==> src/rtl/alu_pkg.sv <==
// ---------------------------------------------------------------------------
// alu_pkg
//   Shared types for the ALU bitwise path.
//   logic_op_t : bitwise operation encoding used by logic_block and the issuer
//   state_t    : issuer FSM state encoding (also exported on the debug port)
//   cnt_width  : width of the lane counter for a given lane count (>= 1 bit)
// ---------------------------------------------------------------------------
package alu_pkg;

    typedef enum logic [1:0] {
        LOP_NOTB = 2'd0,
        LOP_AND  = 2'd1,
        LOP_OR   = 2'd2,
        LOP_XOR  = 2'd3
    } logic_op_t;

    typedef enum logic [1:0] {
        IDLE = 2'd0,
        RUN  = 2'd1,
        DONE = 2'd2
    } state_t;

    // A single-lane issuer still needs a 1-bit counter so the part-select
    // arithmetic stays well formed.
    function automatic int cnt_width(input int lanes);
        return (lanes > 1) ? $clog2(lanes) : 1;
    endfunction

endpackage

==> src/rtl/logic_block.sv <==
// ---------------------------------------------------------------------------
// logic_block
//   One word-wide bitwise unit. Purely combinational.
//   op_i   : operation (logic_op_t)
//   a_i    : operand A lane
//   b_i    : operand B lane
//   b_n_i  : inverted operand B lane (precomputed by the caller)
//   r_o    : result lane
// ---------------------------------------------------------------------------
module logic_block
    import alu_pkg::*;
#(
    parameter int word_width = 16
) (
    input  logic_op_t             op_i,
    input  logic [word_width-1:0] a_i,
    input  logic [word_width-1:0] b_i,
    input  logic [word_width-1:0] b_n_i,
    output logic [word_width-1:0] r_o
);

    always_comb begin
        r_o = '0;
        case (op_i)
            LOP_NOTB: r_o = b_n_i;
            LOP_AND:  r_o = a_i & b_i;
            LOP_OR:   r_o = a_i | b_i;
            LOP_XOR:  r_o = a_i ^ b_i;
            default:  r_o = '0;
        endcase
    end

endmodule

==> src/rtl/logic_serial_issuer.sv <==
// ---------------------------------------------------------------------------
// logic_serial_issuer
//   Accepts one wide bitwise request, runs it lane by lane through a single
//   logic_block, assembles the wide result and returns it.
//
//   Handshakes (both sides): a transfer happens at a rising clk_i edge where
//   valid and ready are both 1. A producer holds valid (and its payload)
//   until the transfer; ready never depends on the same side's valid.
//
//   Ports
//     clk_i, rst_i       clock, synchronous active-high reset
//     req_valid_i/ready_o request handshake; req_op_i, req_a_i, req_b_i payload
//     rsp_valid_o/ready_i response handshake; rsp_r_o, rsp_zero_o payload
//     busy_o             1 while a request is in RUN or DONE
//     dbg_state_o        current FSM state, for observation only
// ---------------------------------------------------------------------------
module logic_serial_issuer
    import alu_pkg::*;
#(
    parameter int word_width = 16,
    parameter int lanes      = 4
) (
    input  logic                        clk_i,
    input  logic                        rst_i,
    input  logic                        req_valid_i,
    output logic                        req_ready_o,
    input  logic [1:0]                  req_op_i,
    input  logic [word_width*lanes-1:0] req_a_i,
    input  logic [word_width*lanes-1:0] req_b_i,
    output logic                        rsp_valid_o,
    input  logic                        rsp_ready_i,
    output logic [word_width*lanes-1:0] rsp_r_o,
    output logic                        rsp_zero_o,
    output logic                        busy_o,
    output state_t                      dbg_state_o
);

    localparam int                W     = word_width * lanes;
    localparam int                CNT_W = cnt_width(lanes);
    localparam logic [CNT_W-1:0]  LAST  = CNT_W'(lanes - 1);

    state_t           state_q, state_d;
    logic [CNT_W-1:0] lane_cnt_q, lane_cnt_d;
    logic_op_t        op_q, op_d;
    logic [W-1:0]     a_q, a_d;
    logic [W-1:0]     b_q, b_d;
    logic [W-1:0]     res_q, res_d;
    logic             zero_q, zero_d;

    logic                  accept;
    logic [word_width-1:0] lane_a;
    logic [word_width-1:0] lane_b;
    logic [word_width-1:0] lane_b_n;
    logic [word_width-1:0] lane_r;

    // Lane selection for the shared logic_block
    assign lane_a   = a_q[int'(lane_cnt_q) * word_width +: word_width];
    assign lane_b   = b_q[int'(lane_cnt_q) * word_width +: word_width];
    assign lane_b_n = ~lane_b;

    logic_block #(
        .word_width(word_width)
    ) u_logic_block (
        .op_i  (op_q),
        .a_i   (lane_a),
        .b_i   (lane_b),
        .b_n_i (lane_b_n),
        .r_o   (lane_r)
    );

    always_comb begin
        state_d    = state_q;
        lane_cnt_d = lane_cnt_q;
        op_d       = op_q;
        a_d        = a_q;
        b_d        = b_q;
        res_d      = res_q;
        zero_d     = zero_q;

        // In DONE a new request may be taken on the same edge the result leaves.
        req_ready_o = (state_q == IDLE) | ((state_q == DONE) & rsp_ready_i);
        accept      = req_valid_i & req_ready_o;

        case (state_q)
            IDLE: begin
                state_d = IDLE;
            end
            RUN: begin
                res_d[int'(lane_cnt_q) * word_width +: word_width] = lane_r;
                if (lane_cnt_q == LAST) begin
                    state_d = DONE;
                    // Includes the lane written this cycle.
                    zero_d  = ~|res_d;
                end else begin
                    lane_cnt_d = lane_cnt_q + 1'b1;
                end
            end
            DONE: begin
                if (rsp_ready_i) begin
                    state_d = IDLE;
                end
            end
            default: begin
                state_d = IDLE;
            end
        endcase

        if (accept) begin
            op_d       = logic_op_t'(req_op_i);
            a_d        = req_a_i;
            b_d        = req_b_i;
            res_d      = '0;
            lane_cnt_d = '0;
            state_d    = RUN;
        end
    end

    always_ff @(posedge clk_i) begin
        if (rst_i) begin
            state_q    <= IDLE;
            lane_cnt_q <= '0;
            op_q       <= LOP_NOTB;
            a_q        <= '0;
            b_q        <= '0;
            res_q      <= '0;
            zero_q     <= 1'b0;
        end else begin
            state_q    <= state_d;
            lane_cnt_q <= lane_cnt_d;
            op_q       <= op_d;
            a_q        <= a_d;
            b_q        <= b_d;
            res_q      <= res_d;
            zero_q     <= zero_d;
        end
    end

    assign rsp_valid_o = (state_q == DONE);
    assign rsp_r_o     = res_q;
    assign rsp_zero_o  = zero_q;
    assign busy_o      = (state_q != IDLE);
    assign dbg_state_o = state_q;

endmodule

==> config.mk <==
export PLATFORM = sky130hd
export DESIGN_NAME = logic_serial_issuer
export DESIGN_NICKNAME = d
export VERILOG_FILES = /design/src/rtl/alu_pkg.sv /design/src/rtl/logic_block.sv /design/src/rtl/logic_serial_issuer.sv
export SDC_FILE = /design/constraint.sdc
export NUM_CORES = 1
export LEC_CHECK = 0
export BUFFER_PORTS_ARGS = -buffer_cell sky130_fd_sc_hd__buf_2
export CORE_ASPECT_RATIO = 0.7
export CORE_UTILIZATION = 55
export CTS_CLUSTER_SIZE = 28
export DETAILED_ROUTE_END_ITERATION = 12
export PLACE_DENSITY = 0.81
export SYNTH_ARGS = -nofsm -noshare
export SYNTH_HDL_FRONTEND = slang
export SYNTH_HIERARCHICAL = 1
export SYNTH_SLANG_ARGS = --single-unit
==> constraint.sdc <==
create_clock -name clk_i -period 6.7 [get_ports clk_i]
set_input_delay 1.005 -clock clk_i [delete_from_list [all_inputs] [get_ports clk_i]]
set_output_delay 1.005 -clock clk_i [all_outputs]
set_load 0.01 [all_outputs]
# Yosys cells after proc, flatten, opt, wreduce, memory -nomap -nowiden
# Cells that the tools add are included.
word_totals:
  reg_bits: 199
  latch_bits: 0
  ram_bits: 0
  mem_bits_ro: 0
  inputBits: 134
  output_inout_bits: 70
  word_cells: 48
  n_memories: 0
classes:
  addsub: 2
  n_mul: 0
  div_mod_pow: 0
  magnitude_cmp: 0
  n_eq_ne: 10
  shift: 4
  muxes: 6
  bitwise_logic: 8
  reduce_logical: 10
ops:
  columns: ["cell", "count"]
  rows:
  - ["$shiftx A64 B7 Y16", 2]
  - ["$bwmux W64", 1]
  - ["$pmux W16 S4", 1]
  - ["$reduce_or A64 Y1", 1]
  - ["$shift A16 B33 Y64 const A", 1]
  - ["$shiftx A16 B33 Y64", 1]
  - ["$neg A6 Y33", 1]
  - ["$and A16 B16 Y16", 1]
  - ["$not A16 Y16", 1]
  - ["$or A16 B16 Y16", 1]
  - ["$xor A16 B16 Y16", 1]
  - ["$eq A2 B2 Y1 const B", 4]
  - ["$reduce_and A2 Y1", 4]
  - ["$eq A2 B1 Y1 const B", 2]
  - ["$logic_not A2 Y1", 2]
  - ["$mux W2", 2]
  - ["$pmux W2 S2", 1]
  - ["$ne A3 B1 Y1 const B", 1]
  - ["$ne A3 B3 Y1 const B", 1]
  - ["$add A2 B1 Y2 const B", 1]
  - ["$and A1 B1 Y1", 2]
  - ["$ne A2 B1 Y1 const B", 1]
  - ["$ne A2 B2 Y1 const B", 1]
  - ["$reduce_bool A2 Y1", 1]
  - ["5 further kinds", 5]

# Longest topological paths before layout
# Gate-level depths: netlist (run 1).
logic_depth:
  word_depth: 7
  depth_mapped: 13

# Cells and area by module
# The synthesis (run 1) kept the hierarchy.
modules_own_cells:
  columns: ["module", "instances", "cells_per_inst", "area_each_um2", "seq_area_each_um2"]
  rows:
  - ["logic_serial_issuer", 1, 945, 8095.3, 3983.8]
  - ["logic_block", 1, 100, 1019.7, 0.0]

# Worst setup path after synthesis (run 1)
# OpenSTA, ideal clock, no wires.
synth_path:
  kind: "register -> register"
  from: "register lane_cnt_q[0]"
  to: "register zero_q (netlist: rsp_zero_o)"
  setup_ps: 96
  t_arrival_ps: 3398
  t_required_ps: 6604
  path_slack_ps: 3206
  path_stages_with_launch: 12
  path_buffers: 2
  period_less_slack_ps: 3494
  path_cell_list: "dfxtp_1 buf_2 buf_2 mux4_2 inv_1 ha_1 mux4_1 nor4_1 o21ai_0 o22ai_1 nand4_1 o41ai_2"
synth_between:
  elab_chain_len: 7
  elab_cells_between_ends: 15
synth_rtl:
  columns: ["element", "line_no", "rtl"]
  rows:
  - ["from (decl)", "logic_serial_issuer.sv:43", "logic [CNT_W-1:0] lane_cnt_q, lane_cnt_d;"]
  - ["from (signal assigned)", "logic_serial_issuer.sv:129", "lane_cnt_q <= lane_cnt_d;"]
  - ["$shiftx A64 B7 Y16 *", "logic_serial_issuer.sv:58", "assign lane_b = b_q[int'(lane_cnt_q) * word_width +: word_width];"]
  - ["named net lane_b[15]", "logic_serial_issuer.sv:52", "logic [word_width-1:0] lane_b;"]
  - ["$xor A16 B16 Y16 (tied with other cells)", "logic_block.sv:28", "LOP_XOR: r_o = a_i ^ b_i;"]
  - ["$pmux W16 S4 *", "logic_block.sv:24", "case (op_i)"]
  - ["named net lane_r[15]", "logic_serial_issuer.sv:54", "logic [word_width-1:0] lane_r;"]
  - ["$shiftx A16 B33 Y64 *", "logic_serial_issuer.sv:89", "res_d[int'(lane_cnt_q) * word_width +: word_width] = lane_r;"]
  - ["$bwmux W64 *", "logic_serial_issuer.sv:89", null]
  - ["$reduce_or A64 Y1 *", "logic_serial_issuer.sv:93", "zero_d = ~|res_d;"]
  - ["$logic_not A1 Y1 *", "logic_serial_issuer.sv:93", null]
  - ["to (signal assigned)", "logic_serial_issuer.sv:134", "zero_q <= zero_d;"]
  - ["to (decl)", "logic_serial_issuer.sv:48", "logic zero_q, zero_d;"]
# Mark *: on every way through the listed nets, which the timed path passes. The rest lies on a longest branch.
# A chain may end at the register's enable or synchronous reset.

# Worst setup path after layout (run 1)
# Same ends and word-level chain as after synthesis.

==> results of run 1 <==
[routing by layer]
layer / wire (um) / track usage / vias up / share of wire
met4: 510 / 0.102 / 0 / 0.020
met5: 0 / 0 / - / 0
li1: - / - / 3882 / -
met2: 10700 / 0.441 / 386 / 0.43
met1: 11700 / 0.442 / 3813 / 0.47
met3: 2090 / 0.0449 / 51 / 0.084
[worst max-delay path, stage by stage, from the launching register on]
cell	delay [ns]
dfxtp_2	0.73
buf_4	0.48
mux4_2	0.60
inv_1	0.08
ha_1	0.21
mux4_1	0.59
nor4_1	0.43
o21ai_0	0.16
o22ai_1	0.18
nand4_1	0.15
o41ai_2	0.30
[power by group]
part           switching, mW  internal, mW
sequential            0.0439          1.24
clock                  0.463         0.502
combinational          0.231         0.148
[cell usage in the layout, fill, tap and decap left out, drive strengths merged, types with 2 or more instances in the layout]
| cell | n |
|---|---|
| inv | 75 |
| clkbuf | 20 |
| ha | 38 |
| mux4 | 48 |
| o21ai | 8 |
| nor4 | 14 |
| dfxtp | 199 |
| nand4 | 3 |
| nor2b | 3 |
| nand2 | 272 |
| or4 | 2 |
| a22oi | 63 |
| nor2 | 78 |
| a211oi | 2 |
| nand3b | 4 |
| buf | 210 |
| clkinvlp | 3 |
| a21oi | 134 |
| or2 | 2 |
| nand2b | 3 |
| nor3 | 14 |
[area by class of cell]
type / count / area (sq um)
clock buffer: 20 / 457
sequential: 199 / 3990
tap: 220 / 275
timing repair buffer: 210 / 1070
clock inverter: 10 / 88.8
fill: 1313 / 5150
multi-input combinational: 704 / 4550
inverter: 69 / 259
[worst paths after layout]
check | startpoint | endpoint
worst max-delay path | lane_cnt_q[0] | rsp_zero_o
worst min register to register | b_q[15] | b_q[15]
worst max register to register | lane_cnt_q[0] | rsp_zero_o
worst min-delay path | b_q[15] | b_q[15]
[synth_stat cells (2+ instances only)]
cell	n
buf_2	27
a211oi_1	2
buf_6	2
a22oi_1	63
nor4_1	14
mux4_2	38
inv_1	69
nand2b_1	3
buf_1	3
mux4_1	10
nand4_1	3
nand3b_1	4
or4_1	2
a21oi_1	134
dfxtp_1	199
nand2_1	272
o21ai_0	8
nor2b_1	3
nor2_1	77
clkbuf_1	40
ha_1	38
nor3_1	13
[logic make-up after synthesis]
group           after synthesis
fa+ha+maj                    38
buf+inv                     142
mux                          48
flops                       199
compound gates              215
xor+xnor                      1
simple gates                402
[flip-flops by register name (all words and copies together) (netlist names)]
signal	flops
rsp_zero_o	1
a_q	64
op_q	2
rsp_r_o	64
b_q	64
lane_cnt_q	2
dbg_state_o	2
[metrics by stage]
stage / total power, mW / area (sq um) / util / hold slack [ns]
after CTS: 2.62 / 10700 / 0.675 / 0.457
after floorplan: 1.54 / 9110 / - / 0.433
after detailed placement: 1.68 / 10100 / 0.640 / 0.446
after global placement: 1.67 / 10100 / 0.640 / 0.439
final: 2.63 / 10700 / 0.675 / 0.455
after global routing: 2.72 / 10700 / 0.675 / 0.476
==> flow_metrics.tcl, run 1 <==
set metrics [dict create \
    setup_violations 0 \
    ys_ff_latch 199 \
    drive_gt1_frac 0.237 \
    clock_skew_ns 0.0126 \
    num_io_pins 204 \
    hold_path.class "reg -> reg" \
    report.final.hold_viol_count 0 \
    syn_area_per_cell_sq_um 8.72 \
    outcome "completed" \
    worstPathMaxFanout 25 \
    die_area_sq_um 17100 \
    arrival_ns 4.35 \
    path_class "reg -> reg" \
    drc 0 \
    place_inst 1402 \
    synth_nets 1217 \
    ys_seq_area_frac 0.437 \
    cts-buffers-inserted 17 \
    globalplace.congestion 0.899 \
    netlist_instances 1045 \
    gr-total-overflow 0 \
    end_kind "flip-flop" \
    root_buffer "clkbuf_16" \
    yosys_warnings 6 \
    post_drt_wl_per_cell_um 17.4 \
    route.vias.total 8132 \
    drtIter0Drc 816 \
    grtUsageTotal 0.297 \
    period_minus_slack_ns 4.02 \
    postRouteAntennaNets 0 \
    synth_xor_area_frac 0.000961 \
    power.leakage_nw 4.47 \
    hpwlAfterDp_um 17700 \
    ctsResizeCount 0 \
    core_area_sq_um 15800 \
    rr_worst_depth 10 \
    antenna_found_initial 0 \
    cts_setup_buffers 0 \
    numPortBuffers 203 \
    synthTopCellsByArea "dfxtp_1, nand2_1, mux4_2" \
    fin_cells 1432 \
    peakVddDrop_mv 0.135 \
    cap_violations 0 \
    worst_pin_slew_ns 1.07 \
    start_util 0.576 \
    synth_top_family_by_area "simple AND/OR/NAND/NOR gates" \
    rrSetupSlack_ns 2.68 \
    tns_ns 0 \
    syn2layout_area_growth_pct 17.2 \
    maxSlewHeadroom 0.288 \
    whs_path_depth 2 \
    synth_compound_area_frac 0.140 \
    fmax_ghz 0.249 \
    nNetsFinal 1373 \
    synth-simple-area-share 0.182 \
    worst_ep_required_time_ns 7.02 \
    async_flop_share 0 \
    clk_path_buf_depth 2 \
    routed_via_density 5.68 \
    finalMaxSlewViolations 0 \
    start_kind "flip-flop" \
    synthMuxAreaShare 0.123 \
    fin_ws_ns 2.68 \
    yosysTopAreaCell "dfxtp_1" \
    grt_pass1_vias 7328 \
    finalCritPeriodShare 0.600 \
    rsz0062_at_grt "no" \
    yosys.cell_types.count 43 \
    clk_latency_ns 0.43 \
    antenna_cells 0 \
    p_per_area_nw_per_um2 246 \
    die_h_um 110 \
    htreeDepth 4 \
    grt_max_degree 108 \
    cts_tree "done" \
    grt_pass1_wl_um 38700 \
    clock_sinks 199 \
    clkSlewWorstSetupHoldPaths_ns 0.08 \
    cts_hold_buf 0 \
    synth_edf_count 0 \
    dr.pass1.iters 8 \
    dp_worst_setup_slack_ns 2.72 \
    drt-total-wl_um 25000 \
    synthAdderAreaFrac 0.0522 \
    rows 38 \
    syn_area_sq_um 9110 \
    synth_top_area_frac 0.437 \
    synth_flop_cell "dfxtp_1" \
    die_x_um 156 \
]
No activity file was read; power rests on OpenSTA's default activity.
==> inputs of run 2 (changes only) <==
--- a/config.mk
+++ b/config.mk
@@ -7,10 +7,10 @@
 export LEC_CHECK = 0
 export BUFFER_PORTS_ARGS = -buffer_cell sky130_fd_sc_hd__buf_2
 export CORE_ASPECT_RATIO = 0.7
-export CORE_UTILIZATION = 55
+export CORE_UTILIZATION = 54
 export CTS_CLUSTER_SIZE = 28
 export DETAILED_ROUTE_END_ITERATION = 12
-export PLACE_DENSITY = 0.81
+export PLACE_DENSITY = 0.8
 export SYNTH_ARGS = -nofsm -noshare
 export SYNTH_HDL_FRONTEND = slang
 export SYNTH_HIERARCHICAL = 1
==> constraint.sdc (replaced) <==
create_clock -name clk_i -period 3.8 [get_ports clk_i]
set_input_delay 0.57 -clock clk_i [delete_from_list [all_inputs] [get_ports clk_i]]
set_output_delay 0.57 -clock clk_i [all_outputs]
set_load 0.01 [all_outputs]
==> run 2 against run 1 <==
Compared with the run above: flip-flop and latch count did not move; count of clock-buffer cells in the layout decreased by 3; global-route usage grew 0.62 points; combinational power up 88%; register-to-register slack got worse by 2.4 ns; highest routed layer unchanged; fmax up 15%; non-clock buffer count is 16 higher; final cell count grew 1.6%; setup slack worse by 2.4 ns.
==> flow_metrics.tcl, run 2 (synthesized netlist as in run 1, its figures left out) <==
set metrics [dict create \
    rows 39 \
    cts_hold_buf 0 \
    final_cell_area_sq_um 10900 \
    report.final.hold_viol_count 0 \
    die_area_sq_um 17400 \
    drive_gt1_frac 0.249 \
    hpwlAfterDp_um 18400 \
    dp_worst_setup_slack_ns 0.176 \
    rr_worst_depth 10 \
    end_kind "flip-flop" \
    worstPathMaxFanout 24 \
    grt_pass1_vias 7742 \
    htreeDepth 4 \
    switching_share 0.286 \
    nNetsFinal 1389 \
    p_sw_mw 1.36 \
    finalPower_mw 4.74 \
    whs_path_depth 3 \
    fmax_ghz 0.285 \
    setup_violations 0 \
    p_int_mw 3.39 \
    arrival_ns 3.85 \
    grt_pass1_wl_um 40800 \
    die_h_um 111 \
    cts-buffers-inserted 17 \
    hold_path.class "in -> reg" \
    start_kind "flip-flop" \
    outcome "completed" \
    postPlaceCellArea_sq_um 10300 \
    core_area_sq_um 16400 \
    finalMaxSlewViolations 0 \
    pwr-share-clk 0.375 \
    final_util 0.663 \
    grt_max_degree 88 \
    cap_violations 0 \
    routed_via_density 5.65 \
    multi_input_area_sq_um 4550 \
    fillerInstances 1319 \
    seq_area_sq_um 3990 \
    peakVddDrop_mv 0.236 \
    antenna_found_initial 0 \
    clk_latency_ns 0.44 \
    p_per_area_nw_per_um2 436 \
    globalplace.congestion 0.939 \
    postRouteAntennaNets 0 \
    cts_tree "done" \
    clk_path_buf_depth 2 \
    place_inst 1423 \
    clock_sinks 199 \
    grtUsageTotal 0.303 \
    syn2layout_area_growth_pct 19.3 \
    drtIter0Drc 700 \
    pwr-share-seq 0.475 \
    numPortBuffers 203 \
    drc 0 \
    num_io_pins 204 \
    clock_skew_ns 0.0115 \
    rrSetupSlack_ns 0.29 \
    die_x_um 157 \
    dr.pass1.iters 5 \
    gr-total-overflow 0 \
    layout_commonest_cell "nand2_1" \
    power.leakage_nw 4.57 \
    rsz0062_at_grt "no" \
    post_drt_wl_per_cell_um 17.5 \
    antenna_cells 0 \
    drt-total-wl_um 25500 \
    maxSlewHeadroom 0.427 \
    worst_ep_required_time_ns 4.14 \
    p_comb_frac 0.150 \
    final_cell_mix "nand2_1, buf_2, dfxtp_1" \
    fin_cells 1455 \
    start_util 0.556 \
    tns_ns 0 \
    finalCritPeriodShare 0.924 \
    worst_pin_slew_ns 0.859 \
    root_buffer "clkbuf_16" \
    path_class "reg -> reg" \
    fin_ws_ns 0.289 \
    clkSlewWorstSetupHoldPaths_ns 0.07 \
    hold_ws_ns 0.358 \
    period_minus_slack_ns 3.51 \
    route.vias.total 8227 \
]
run 2: changes by cell type in the layout (fill, tap and decap cells not counted), moves of 2 or more:
| cell | previous run | this run |
|---|---|---|
| clkinv_2 | 0 | 3 |
| clkinv_4 | 1 | 5 |
| inv_6 | 4 | 1 |
| buf_12 | 0 | 3 |
| buf_4 | 8 | 21 |
| clkbuf_8 | 2 | 0 |
run 2: what timing repair did:
action | in CTS | in global routing
setup endpoints to repair | 0 | 1
buffers inserted | 0 | 0
gates resized for setup | 0 | 1
run 2: layout make-up:
type | count | share of cell area
multi-input cells | 704 | 0.418
well taps | 225 | 0.0259
repair buffers | 226 | 0.113
flip-flops and latches | 199 | 0.367
clock inverters | 15 | 0.0135
clock buffers | 17 | 0.0391
inverters | 69 | 0.0238
run 2: path summary, 6_finish.rpt:
| kind | to | startpoint |
|---|---|---|
| hold / removal | a_q[29] | req_a_i[29] |
| setup / recovery | rsp_zero_o | lane_cnt_q[0] |
| setup reg to reg | rsp_zero_o | lane_cnt_q[0] |
| hold reg to reg | a_q[63] | a_q[63] |
run 2: routing by layer:
| layer | track usage | vias up | wire [um] |
|---|---|---|---|
| met2 | 0.436 | 361 | 11100 |
| met1 | 0.451 | 3912 | 11800 |
| met3 | 0.0645 | 42 | 2060 |
| li1 | - | 3912 | - |
| met4 | 0.101 | 0 | 572 |
| met5 | 0 | - | 0 |
run 2: power groups by stage:
| stage | Combinational [mW] | Clock (mW) | Sequential, mW |
|---|---|---|---|
| final | 0.713 | 1.78 | 2.25 |
| after global routing | 0.783 | 1.87 | 2.26 |
| after CTS | 0.702 | 1.78 | 2.25 |
| after detailed placement | 0.698 | 0 | 2.30 |
| after global placement | 0.677 | 0 | 2.30 |
| after floorplan | 0.450 | 0 | 2.27 |
run 2: worst max-delay path, cell delays in order, from the launching register on:
cell and delay (ns):
dfxtp_4 0.53, buf_12 0.25, mux4_2 0.57, inv_1 0.08, ha_1 0.23, mux4_2 0.50
nor4_1 0.41, o21ai_0 0.16, o22ai_1 0.17, nand4_1 0.14, o41ai_2 0.32
==> inputs of run 3 (changes only) <==
--- a/config.mk
+++ b/config.mk
@@ -5,7 +5,7 @@
 export SDC_FILE = /design/constraint.sdc
 export NUM_CORES = 1
 export LEC_CHECK = 0
-export BUFFER_PORTS_ARGS = -buffer_cell sky130_fd_sc_hd__buf_2
+export BUFFER_PORTS_ARGS = -buffer_cell sky130_fd_sc_hd__buf_4
 export CORE_ASPECT_RATIO = 0.7
 export CORE_UTILIZATION = 54
 export CTS_CLUSTER_SIZE = 28
==> run 3 against run 2 <==
Compared with the run above: count of clock-buffer cells in the layout grew 3; non-clock buffer count decreased by 2; largest cell class unchanged; cell area up 4.0%.
==> flow_metrics.tcl, run 3 (synthesized netlist as in run 1, its figures left out) <==
set metrics [dict create \
    pwr-share-seq 0.477 \
    route.vias.total 8197 \
    layout_commonest_cell "nand2_1" \
    finalCritPeriodShare 0.899 \
    drive_gt1_frac 0.243 \
    peakVddDrop_mv 0.271 \
    cap_violations 0 \
    critical-path-slowest-cell "mux4_2" \
    post_drt_wl_per_cell_um 17.2 \
    finalMaxSlewViolations 0 \
    p_int_mw 3.47 \
    gr-total-overflow 0 \
    p_sw_mw 1.25 \
    timing.rr.start "lane_cnt_q[0]" \
    grt_max_degree 106 \
    setup_violations 0 \
    maxSlewHeadroom 0.296 \
    grtUsageTotal 0.295 \
    fmax_ghz 0.293 \
    drtIter0Drc 806 \
    p_per_area_nw_per_um2 417 \
    power.leakage_nw 4.66 \
    pwr-share-clk 0.364 \
    cts-buffers-inserted 17 \
    routed_via_density 5.66 \
    outcome "completed" \
    start_util 0.556 \
    grt_pass1_wl_um 39500 \
    numPortBuffers 203 \
    switching_share 0.265 \
    period_minus_slack_ns 3.42 \
    grt_pass1_vias 7505 \
    rows 39 \
    root_buffer "clkbuf_16" \
    drc 0 \
    clk_path_buf_depth 2 \
    drt-total-wl_um 24900 \
    antenna_found_initial 0 \
    die_x_um 157 \
    antenna_cells 0 \
    met1_length_um 10900 \
    final_util 0.690 \
    cts_hold_buf 0 \
    nNetsFinal 1387 \
    clock_sinks 199 \
    start_kind "flip-flop" \
    crit_buf_inv 2 \
    globalplace.congestion 1.00 \
    num_io_pins 204 \
    dr_wl_met3_um 2240 \
    crit_start "lane_cnt_q[0]" \
    clock_skew_ns 0.00808 \
    p_comb_frac 0.159 \
    worstPathMaxFanout 19 \
    core_area_sq_um 16400 \
    final_cell_mix "nand2_1, buf_4, dfxtp_1" \
    met2_wirelength_um 11200 \
    worst_pin_slew_ns 1.06 \
    die_h_um 111 \
    max_stage_delay_ns 0.59 \
    syn2layout_area_growth_pct 24.1 \
    clkSlewWorstSetupHoldPaths_ns 0.07 \
    rsz0062_at_grt "no" \
    clk_latency_ns 0.44 \
    top_layer "met4" \
    dr.pass1.iters 6 \
    htreeDepth 4 \
    path_cells "buf_4 -> mux4_2 -> inv_1 -> ha_1 -> mux4_2 -> nor3_1 -> nand3b_1 -> o21ai_0 -> o21ai_0 -> o41ai_2" \
    hold_start "req_b_i[42]" \
    path_class "reg -> reg" \
    end_kind "flip-flop" \
    arrival_ns 3.75 \
    postRouteAntennaNets 0 \
    hold_path.class "in -> reg" \
    die_area_sq_um 17400 \
    cp_top_family "multiplexers" \
    report.final.hold_viol_count 0 \
    worst_ep_required_time_ns 4.14 \
    tns_ns 0 \
    hpwlAfterDp_um 17600 \
    cts_tree "done" \
    fillerInstances 1316 \
]
-- run 3: cell count changes in the layout (fill, tap and decap cells not counted), moves of 2 or more --
cell        change
clkinv_4        -5
buf_12          -2
inv_6           +2
buf_2         -202
clkinvlp_4      -2
buf_4         +202
clkbuf_1        +3
inv_8           -3
-- run 3: layout make-up --
| type | instances | area (sq um) | area share |
|---|---|---|---|
| Clock inverter | 8 | 101 | 0.00896 |
| Multi-Input combinational cell | 704 | 4550 | 0.402 |
| Inverter | 69 | 259 | 0.0229 |
| Tap cell | 225 | 282 | 0.0249 |
| Timing Repair Buffer | 224 | 1690 | 0.150 |
| Sequential cell | 199 | 3990 | 0.353 |
| Clock buffer | 20 | 437 | 0.0386 |
-- run 3: per-stage QoR --
stage | hold slack (ns) | setup slack [ns] | power (mW) | cell area, sq um | cells
after floorplan | 0.433 | 0.306 | 2.72 | 9110 | 1045
after global placement | 0.440 | 0.369 | 3.00 | 10800 | 1421
after detailed placement | 0.443 | 0.243 | 3.03 | 10800 | 1421
after CTS | 0.372 | 0.232 | 4.72 | 11300 | 1449
after global routing | 0.375 | 0.133 | 4.90 | 11300 | 1449
final | 0.375 | 0.383 | 4.72 | 11300 | 1449
-- run 3: tightest hold or removal path, stage by stage --
cell     delay, ns
buf_4         0.11
nand2_1       0.04
a21oi_1       0.05
-- run 3: what timing repair did --
item | in CTS | in global routing
setup endpoints to repair | 0 | 1
resized for setup | 0 | 2
buffers inserted | 0 | 0
-- run 3: routing by layer --
metal  vias up  GRT usage
li1       3909          -
met3        39     0.0618
met1      3876      0.430
met4         0     0.0971
met2       373      0.436
met5         -          0
-- run 3: path summary, 6_finish.rpt --
path | slack, ns | depth (start not counted) | to
max | 0.38 | 10 | rsp_zero_o
min | 0.38 | 3 | b_q[42]
max reg2reg | 0.38 | 10 | rsp_zero_o
min reg2reg | 0.45 | 2 | a_q[38]
-- run 3: power by group through the flow --
stage	Clock [mW]	Sequential, mW	Combinational, mW
2_1_floorplan	0	2.27	0.450
3_3_place_gp	0	2.29	0.710
3_5_place_dp	0	2.30	0.731
4_1_cts	1.73	2.25	0.737
5_1_grt	1.82	2.26	0.813
6_report	1.72	2.25	0.749
